**src/rtl/wo_reg_write_arbiter.sv**
```systemverilog
// Write arbiter for NREQ masters onto a bank of NREG write-once registers with lock-on-bit-0.
// Define WO_REG_ARB_FIXED_PRIO_EN for fixed (lowest index wins) priority instead of round-robin.
module wo_reg_write_arbiter #(
    parameter int NREQ = 4,
    parameter int NREG = 4,
    parameter int DW   = 16,
    parameter int AW   = $clog2(NREG)
) (
    input  logic               Clk,
    input  logic               ip_resetn,
    input  logic [NREQ-1:0]    req,
    input  logic [NREQ*AW-1:0] req_addr,
    input  logic [NREQ*DW-1:0] req_data,
    output logic [NREQ-1:0]    gnt,
    output logic [NREQ-1:0]    resp_valid,
    output logic               resp_err,
    output logic [NREG*DW-1:0] reg_data,
    output logic [NREG-1:0]    reg_locked,
    output logic [7:0]         err_count,
    output logic               busy
);
    localparam int IW = $clog2(NREQ);

    typedef enum logic [1:0] {IDLE, EXEC, RESP} state_t;

    state_t                  state_q, state_d;
    logic [NREQ-1:0]         gnt_q, gnt_d;
    logic [NREQ-1:0]         resp_valid_q, resp_valid_d;
    logic                    resp_err_q, resp_err_d;
    logic                    busy_q, busy_d;
    logic [NREG-1:0][DW-1:0] regs_q, regs_d;
    logic [7:0]              err_count_q, err_count_d;
    logic [IW-1:0]           win_q, win_d;
    logic [AW-1:0]           addr_q, addr_d;
    logic [DW-1:0]           data_q, data_d;

    logic [IW-1:0]           pick;
    logic                    pick_vld;
    logic                    reject;

`ifdef WO_REG_ARB_FIXED_PRIO_EN
    always_comb begin
        pick     = '0;
        pick_vld = 1'b0;
        for (int k = NREQ - 1; k >= 0; k--) begin
            if (req[k]) begin
                pick     = IW'(k);
                pick_vld = 1'b1;
            end
        end
    end
`else
    logic [IW-1:0] last_q, last_d;
    logic [IW-1:0] cand;

    // Scan from farthest to nearest so the requester right after last_q overrides the rest.
    always_comb begin
        pick     = '0;
        pick_vld = 1'b0;
        cand     = '0;
        for (int k = NREQ; k >= 1; k--) begin
            cand = IW'((int'(last_q) + k) % NREQ);
            if (req[cand]) begin
                pick     = cand;
                pick_vld = 1'b1;
            end
        end
    end

    always_comb begin
        last_d = last_q;
        if (state_q == IDLE && pick_vld) begin
            last_d = pick;
        end
    end

    always_ff @(posedge Clk or negedge ip_resetn) begin
        if (!ip_resetn) begin
            last_q <= IW'(NREQ - 1);
        end else begin
            last_q <= last_d;
        end
    end
`endif

    // Out-of-range addresses are rejected just like writes to a locked register.
    assign reject = (int'(addr_q) >= NREG) || regs_q[addr_q][0];

    // NOTE: every _d gets its current value first, so no path through the case infers a latch.
    always_comb begin
        state_d      = state_q;
        gnt_d        = gnt_q;
        resp_valid_d = resp_valid_q;
        resp_err_d   = resp_err_q;
        regs_d       = regs_q;
        err_count_d  = err_count_q;
        win_d        = win_q;
        addr_d       = addr_q;
        data_d       = data_q;
        unique case (state_q)
            IDLE: begin
                if (pick_vld) begin
                    gnt_d   = NREQ'(1) << pick;
                    win_d   = pick;
                    addr_d  = req_addr[pick*AW +: AW];
                    data_d  = req_data[pick*DW +: DW];
                    state_d = EXEC;
                end
            end
            EXEC: begin
                gnt_d        = '0;
                resp_valid_d = NREQ'(1) << win_q;
                resp_err_d   = reject;
                if (reject) begin
                    if (err_count_q != 8'hFF) begin
                        err_count_d = err_count_q + 8'd1;
                    end
                end else begin
                    regs_d[addr_q] = data_q;
                end
                state_d = RESP;
            end
            RESP: begin
                resp_valid_d = '0;
                resp_err_d   = 1'b0;
                state_d      = IDLE;
            end
            default: state_d = IDLE;
        endcase
        busy_d = (state_d != IDLE);
    end

    // NOTE: the register bank is reset here because a lock must clear only on ip_resetn.
    always_ff @(posedge Clk or negedge ip_resetn) begin
        if (!ip_resetn) begin
            state_q      <= IDLE;
            gnt_q        <= '0;
            resp_valid_q <= '0;
            resp_err_q   <= 1'b0;
            busy_q       <= 1'b0;
            regs_q       <= '0;
            err_count_q  <= '0;
            win_q        <= '0;
            addr_q       <= '0;
            data_q       <= '0;
        end else begin
            // NOTE: non-blocking so every flop samples pre-edge values regardless of order.
            state_q      <= state_d;
            gnt_q        <= gnt_d;
            resp_valid_q <= resp_valid_d;
            resp_err_q   <= resp_err_d;
            busy_q       <= busy_d;
            regs_q       <= regs_d;
            err_count_q  <= err_count_d;
            win_q        <= win_d;
            addr_q       <= addr_d;
            data_q       <= data_d;
        end
    end

    always_comb begin
        reg_locked = '0;
        for (int i = 0; i < NREG; i++) begin
            reg_locked[i] = regs_q[i][0];
        end
    end

    assign gnt        = gnt_q;
    assign resp_valid = resp_valid_q;
    assign resp_err   = resp_err_q;
    assign reg_data   = regs_q;
    assign err_count  = err_count_q;
    assign busy       = busy_q;

endmodule

```
**config.mk**
```make
export PLATFORM = sky130hd
export DESIGN_NAME = wo_reg_write_arbiter
export DESIGN_NICKNAME = d
export VERILOG_FILES = /design/src/rtl/wo_reg_write_arbiter.sv
export SDC_FILE = /design/constraint.sdc
export NUM_CORES = 1
export LEC_CHECK = 0
export ABC_AREA = 0
export CAP_MARGIN = 10
export CORE_UTILIZATION = 42
export CTS_CLUSTER_DIAMETER = 50
export DETAILED_ROUTE_END_ITERATION = 8
export GPL_TIMING_DRIVEN = 0
export PLACE_DENSITY = 0.77
export SETUP_SLACK_MARGIN = 0.15
export SYNTH_ARGS = -nofsm -noshare
export SYNTH_HDL_FRONTEND = slang
export SYNTH_SLANG_ARGS = --single-unit
export TNS_END_PERCENT = 30
```
**constraint.sdc**
```tcl
create_clock -name Clk -period 1.9 [get_ports Clk]
set_input_delay 0.38 -clock Clk [delete_from_list [all_inputs] [get_ports Clk]]
set_output_delay 0.38 -clock Clk [all_outputs]
set_load 0.05 [all_outputs]
```
# [Word-level counts from Yosys, hierarchy flattened]
# Index checks and enable logic that the tools add are counted.
[classes] addsub=5 n_lt_le_gt_ge=6 n_eq_ne=4 n_shift=4 muxes=27 bitwise=1 n_reduce_logical=10
[ops] operator="bitwise mux 64 bit" n=1
[ops] operator="indexed part select 64 x 7 -> 16 bit" n=1
[ops] operator="binary-select mux 16 bit (select 2 bit)" n=1
[ops] operator="demux 16 bit (select 2 bit)" n=1
[ops] operator="2-to-1 mux 16 bit" n=1
[ops] operator="one-hot mux 4 bit (2 select lines)" n=2
[ops] operator="less-than comparator 2 x 3 -> 1 bit, second input constant" n=5
[ops] operator="2-to-1 mux 2 bit" n=5
[ops] operator="2-to-1 mux 1 bit" n=9
[ops] operator="adder 8 x 1 -> 8 bit, second input constant" n=1
[ops] operator="binary-select mux 1 bit (select 2 bit)" n=4
[ops] operator="inequality test 8 bit, second input constant" n=1
[ops] operator="indexed part select 8 x 4 -> 2 bit" n=1
[ops] operator="<< shifter 1 x 2 -> 4 bit, first input constant" n=2
[ops] operator="AND reduction 2 bit" n=3
[ops] operator="nonzero test 2 bit" n=3
[ops] operator="adder 2 x 1 -> 2 bit, second input constant" n=2
[ops] operator="adder 2 bit, second input constant" n=2
[ops] operator="2-to-1 mux 4 bit" n=1
[ops] operator="one-hot mux 2 bit (2 select lines)" n=1
[ops] operator="AND reduction 3 bit" n=1
[ops] operator="equality test 2 x 1 -> 1 bit, second input constant" n=1
[ops] operator="equality test 2 bit, second input constant" n=1
[ops] operator="greater-or-equal comparator 2 x 1 -> 1 bit, second input constant" n=1
[ops] operator="other kinds (5)" n=6
[totals] ff_bits=106 input_bits=78 word_cells=71

# [Longest topological paths before layout]
[depth] ltp_word=10 mapped_depth=8 ltp_nobuf=6

# [Worst setup path after synthesis]
# No wires, ideal clock.
[synth_path] path_kind="register -> register" from="register state_q[1]" to="register regs_q, in the netlist reg_data[38]" arrival_time_ps=1788 required_ps=1775 slack_ps=-13 stages_incl_launch_ff=8 cell_sequence="dfrtp_1 inv_1 ha_1 buf_2 nand2_1 nor3_2 buf_2 mux2_2"
[synth_between] elab_chain_cells=2
[synth_rtl] element="start, declared" line_no="26" rtl="state_t state_q, state_d;"
[synth_rtl] element="start signal, assigned" line_no="148" rtl="state_q <= state_d;"
[synth_rtl] element="equality test 2 x 1 -> 1 bit" line_no="100" rtl="unique case (state_q)"
[synth_rtl] element="AND reduction 2 bit (no line)"
[synth_rtl] element="end signal, assigned" line_no="153" rtl="regs_q <= regs_d;"
[synth_rtl] element="end, declared" line_no="31" rtl="logic [NREG-1:0][DW-1:0] regs_q, regs_d;"
# No other way between the ends.
# A chain may end at the register's enable or synchronous reset.

# [Worst setup path in the final report]
[layout_path] from="register last_q[1]" to="register data_q[0]"
[layout_between] elab_chain_cells=8
[layout_rtl] element="start, declared" line_no="53" rtl="logic [IW-1:0] last_q, last_d;"
[layout_rtl] element="start signal, assigned" line_no="79" rtl="last_q <= IW'(NREQ - 1);"
[layout_rtl] element="start signal, assigned" line_no="81" rtl="last_q <= last_d;"
[layout_rtl] element="adder 2 x 1 -> 2 bit" line_no="62" rtl="cand = IW'((int'(last_q) + k) % NREQ);"
[layout_rtl] element="binary-select mux 1 bit (select 2 bit)" line_no="63" rtl="if (req[cand]) begin"
[layout_rtl] element="2-to-1 mux 1 bit (not written as such)" line_no="63"
[layout_rtl] element="2-to-1 mux 2 bit / 2-to-1 mux 1 bit (equally long branches) (4 in a row)" line_no="63"
[layout_rtl] element="indexed part select 64 x 7 -> 16 bit / AND reduction 2 bit (equally long branches)"
[layout_rtl] element="end signal, assigned" line_no="157" rtl="data_q <= data_d;"
[layout_rtl] element="end, declared" line_no="35" rtl="logic [DW-1:0] data_q, data_d;"
# Several ways; a longest one is shown, not always the timed one. The select of a mux whose other input is x is not followed.

==> impl_metrics.toml <==
[run_status]
status = "completed"

[clock_network]
insertion_delay_ns = 0.34
htreeDepth = 3
ctsLongestPathBuffers = 2
clkTransAtPathRegs_ns = 0.07
cts_sinks = 106
cts_buffers = 9
clockRootBuffer = "clkbuf_16"
cts_tree = "built"

[final_layout]
area_growth_pct = 51.9
final_common_cell = "dfrtp_1"
multi_input_area_um2 = 2220
fin_cells = 736
n_antenna_cell = 0
final_cell_mix = "dfrtp_1 (99), dlygate4sd2_1 (82), clkdlybuf4s50_1 (72), mux2_2 (54), nor2_1 (27)"
seqCellArea_um2 = 2660
fill_cells = 890
nets = 670
fin_area_um2 = 7460
drive_above_1_share_pct = 29.0

[global_route]
grt_pass1_wl_mm = 22.1
antenna_found_initial = 0
top_usage_layer = "met2"
grt_use_met2_pct = 40.7
grt_usage_pct = 24.5
grt_overflow = 0
grt_use_met3_pct = 5.17
grt_pass1_vias = 4164
grt_use_met1_pct = 30.6
grt_max_degree = 63

[timing]
min_period_over_period_pct = 96.2
worst_pin_slew_ns = 0.588
max_slew_margin_pct = 60.8
rsz0062_at_grt = "true"
fin_ws_ns = 0.0721
slew_violations = 0
hold_viol = 0
setup_violations = 0
period_minus_slack_ns = 1.83
fmax_mhz = 547
setup_tns_ns = 0
finClkSkew_ns = 0.00865

[floorplanning]
initial_core_util_pct = 43.0
dieArea_um2 = 12100
design.core.area_um2 = 11400
fp.dieW_um = 110
pin_count = 164
placementRows = 39
die_h_um = 110

[critical_path]
path_cells = "buf_6, buf_4, o211ai_4, o311ai_4, buf_12, buf_12, a221oi_1, o22ai_1"
critical_path_class = "reg2reg"
cp-start-kind = "flip-flop"
cp.required_ns = 2.12
crit_buf_inv = 4
worstPathArrival_ns = 2.05
crit_path_max_incr_delay_ns = 0.37
end_kind = "flip-flop"
critical_path.max_fanout = 9
timing.critical_path.mode_cell = "buf_12"
crit_family = "compound AO/OA/AOI/OAI gates"
cpMaxStageDelayCell = "dfstp_2"

[placement]
dp_hpwl_mm = 9.43
io_buffers = 161
place_congestion = 0.806
dp_slack_ns = -0.510
placed_area_um2 = 6760
dpl.cell_count = 700

[yosys]
synth_flop_cell = "dfrtp_1"
netlist_area_um2 = 4910
synth-edff-count = 0
ys_async_sr_fraction_pct = 100
synth_nets = 477
synthCells = 395
ys_types = 50
syn_avg_cell_area_um2 = 12.4
yosysSeqAreaShare_pct = 54.1
synth-seq-cells = 106
ys.warnings.count = 0

[power_and_ir_drop]
p_leak_nw = 3.26
pwr_density_cell_nw_per_um2 = 1980
finalPower_mw = 14.8
peakVddDrop_mv = 1.17

[routing]
ant_nets = 0
dr.first_iter.drc_count = 216
avgRoutedWirePerCell_um = 19.5
routed_wirelength_mm = 14.3
firstDrtPassIters = 4
via_count = 4101
drc = 0
vias_per_cell = 5.57

[flow_run]
cap_violations = 0

[worst_hold_path]
hp-class = "in2async"
flip-flops by register name (all words and copies together) (netlist names), 2 cells and up:
register,count
reg_data,64
last_q,2
state_q,2
addr_q,2
gnt,4
win_q,2
resp_valid,4
data_q,16
err_count,8
stage by stage:
stage / utilization (%) / hold WS [ns]
after floorplan: - / 0.0844
after global placement: 59.0 / 0.483
after detailed placement: 59.2 / 0.415
after CTS: 64.0 / 0.0529
after global routing: 65.4 / 0.0715
final: 65.4 / 0.0329
kinds of logic (layout without fill, tap and decap cells):
group	count (synthesis)	in the layout	share of synthesized area (%)
mux	81	81	18.3
compound gates	92	92	14.2
flops	106	106	54.1
xor+xnor	7	7	1.25
buf+inv	40	238	4.59
fa+ha+maj	4	4	1.02
simple gates	65	65	6.60
final timing paths:
path / cells past startpoint / start / slack (ns) / end
setup / recovery: 8 / last_q[1]$_DFFE_PN1P_ / 0.07 / data_q[0]$_DFFE_PN0P_
hold / removal: 1 / ip_resetn / 0.03 / reg_data[28]$_DFFE_PN0P_
setup reg to reg: 8 / last_q[1]$_DFFE_PN1P_ / 0.07 / data_q[0]$_DFFE_PN0P_
hold reg to reg: 1 / reg_data[7]$_DFFE_PN0P_ / 0.50 / reg_data[7]$_DFFE_PN0P_
max in group asynchronous: 2 / ip_resetn / 1.13 / last_q[1]$_DFFE_PN1P_
min in group Clk: 3 / req[3] / 0.45 / gnt[3]$_DFFE_PN0P_
power by group:
part	total (mW)	switching (mW)	internal, mW
clock	1.88	0.849	1.03
combinational	8.72	5.51	3.20
sequential	4.19	0.825	3.36
total	14.8	7.19	7.60
routing by layer:
| metal | share of wire (%) | vias up |
|---|---|---|
| li1 | - | 1838 |
| met1 | 40 | 2081 |
| met2 | 50 | 153 |
| met3 | 6.6 | 29 |
| met4 | 2.9 | 0 |
| met5 | 0 | - |
layout make-up:
cell class | count | share of cell area [%]
Multi-Input combinational cell | 249 | 29.7
Timing Repair Buffer | 183 | 24.0
Clock buffer | 12 | 3.17
Buffer | 28 | 3.77
Clock inverter | 4 | 0.721
Inverter | 11 | 0.553
Sequential cell | 106 | 35.7
Tap cell | 143 | 2.40
Yosys cell counts, types with 2 or more instances:
master / number / area [um2]
a31oi_1: 2 / 12.5
xor2_1: 5 / 43.8
buf_6: 5 / 56.3
a221oi_2: 9 / 135
nor3_2: 2 / 20.0
ha_1: 4 / 50.1
mux2i_1: 19 / 190
xnor2_1: 2 / 17.5
nand2b_1: 3 / 18.8
nor2b_1: 3 / 18.8
inv_1: 11 / 41.3
a21o_1: 4 / 30.0
dfrtp_1: 104 / 2600
a221oi_1: 10 / 87.6
nor2_1: 27 / 101
nand2_1: 14 / 52.6
nand3_1: 3 / 15.0
buf_4: 7 / 52.6
o22ai_1: 20 / 125
clkbuf_1: 8 / 30.0
o32ai_1: 2 / 17.5
o21ai_0: 28 / 140
dfstp_2: 2 / 52.6
nor3_1: 4 / 20.0
buf_2: 9 / 45.0
mux2_1: 2 / 22.5
mux2_2: 59 / 664
a21oi_1: 5 / 25.0
repair_timing:
action,CTS,global route
hold buffers,0,0
hold endpoints to repair,0,0
pin swaps,18,5
endpoints found under the setup margin,163,58
gates resized for setup,153,16
setup buffers,11,6
gates cloned,2,2
Power figures use the tool's default switching activity.
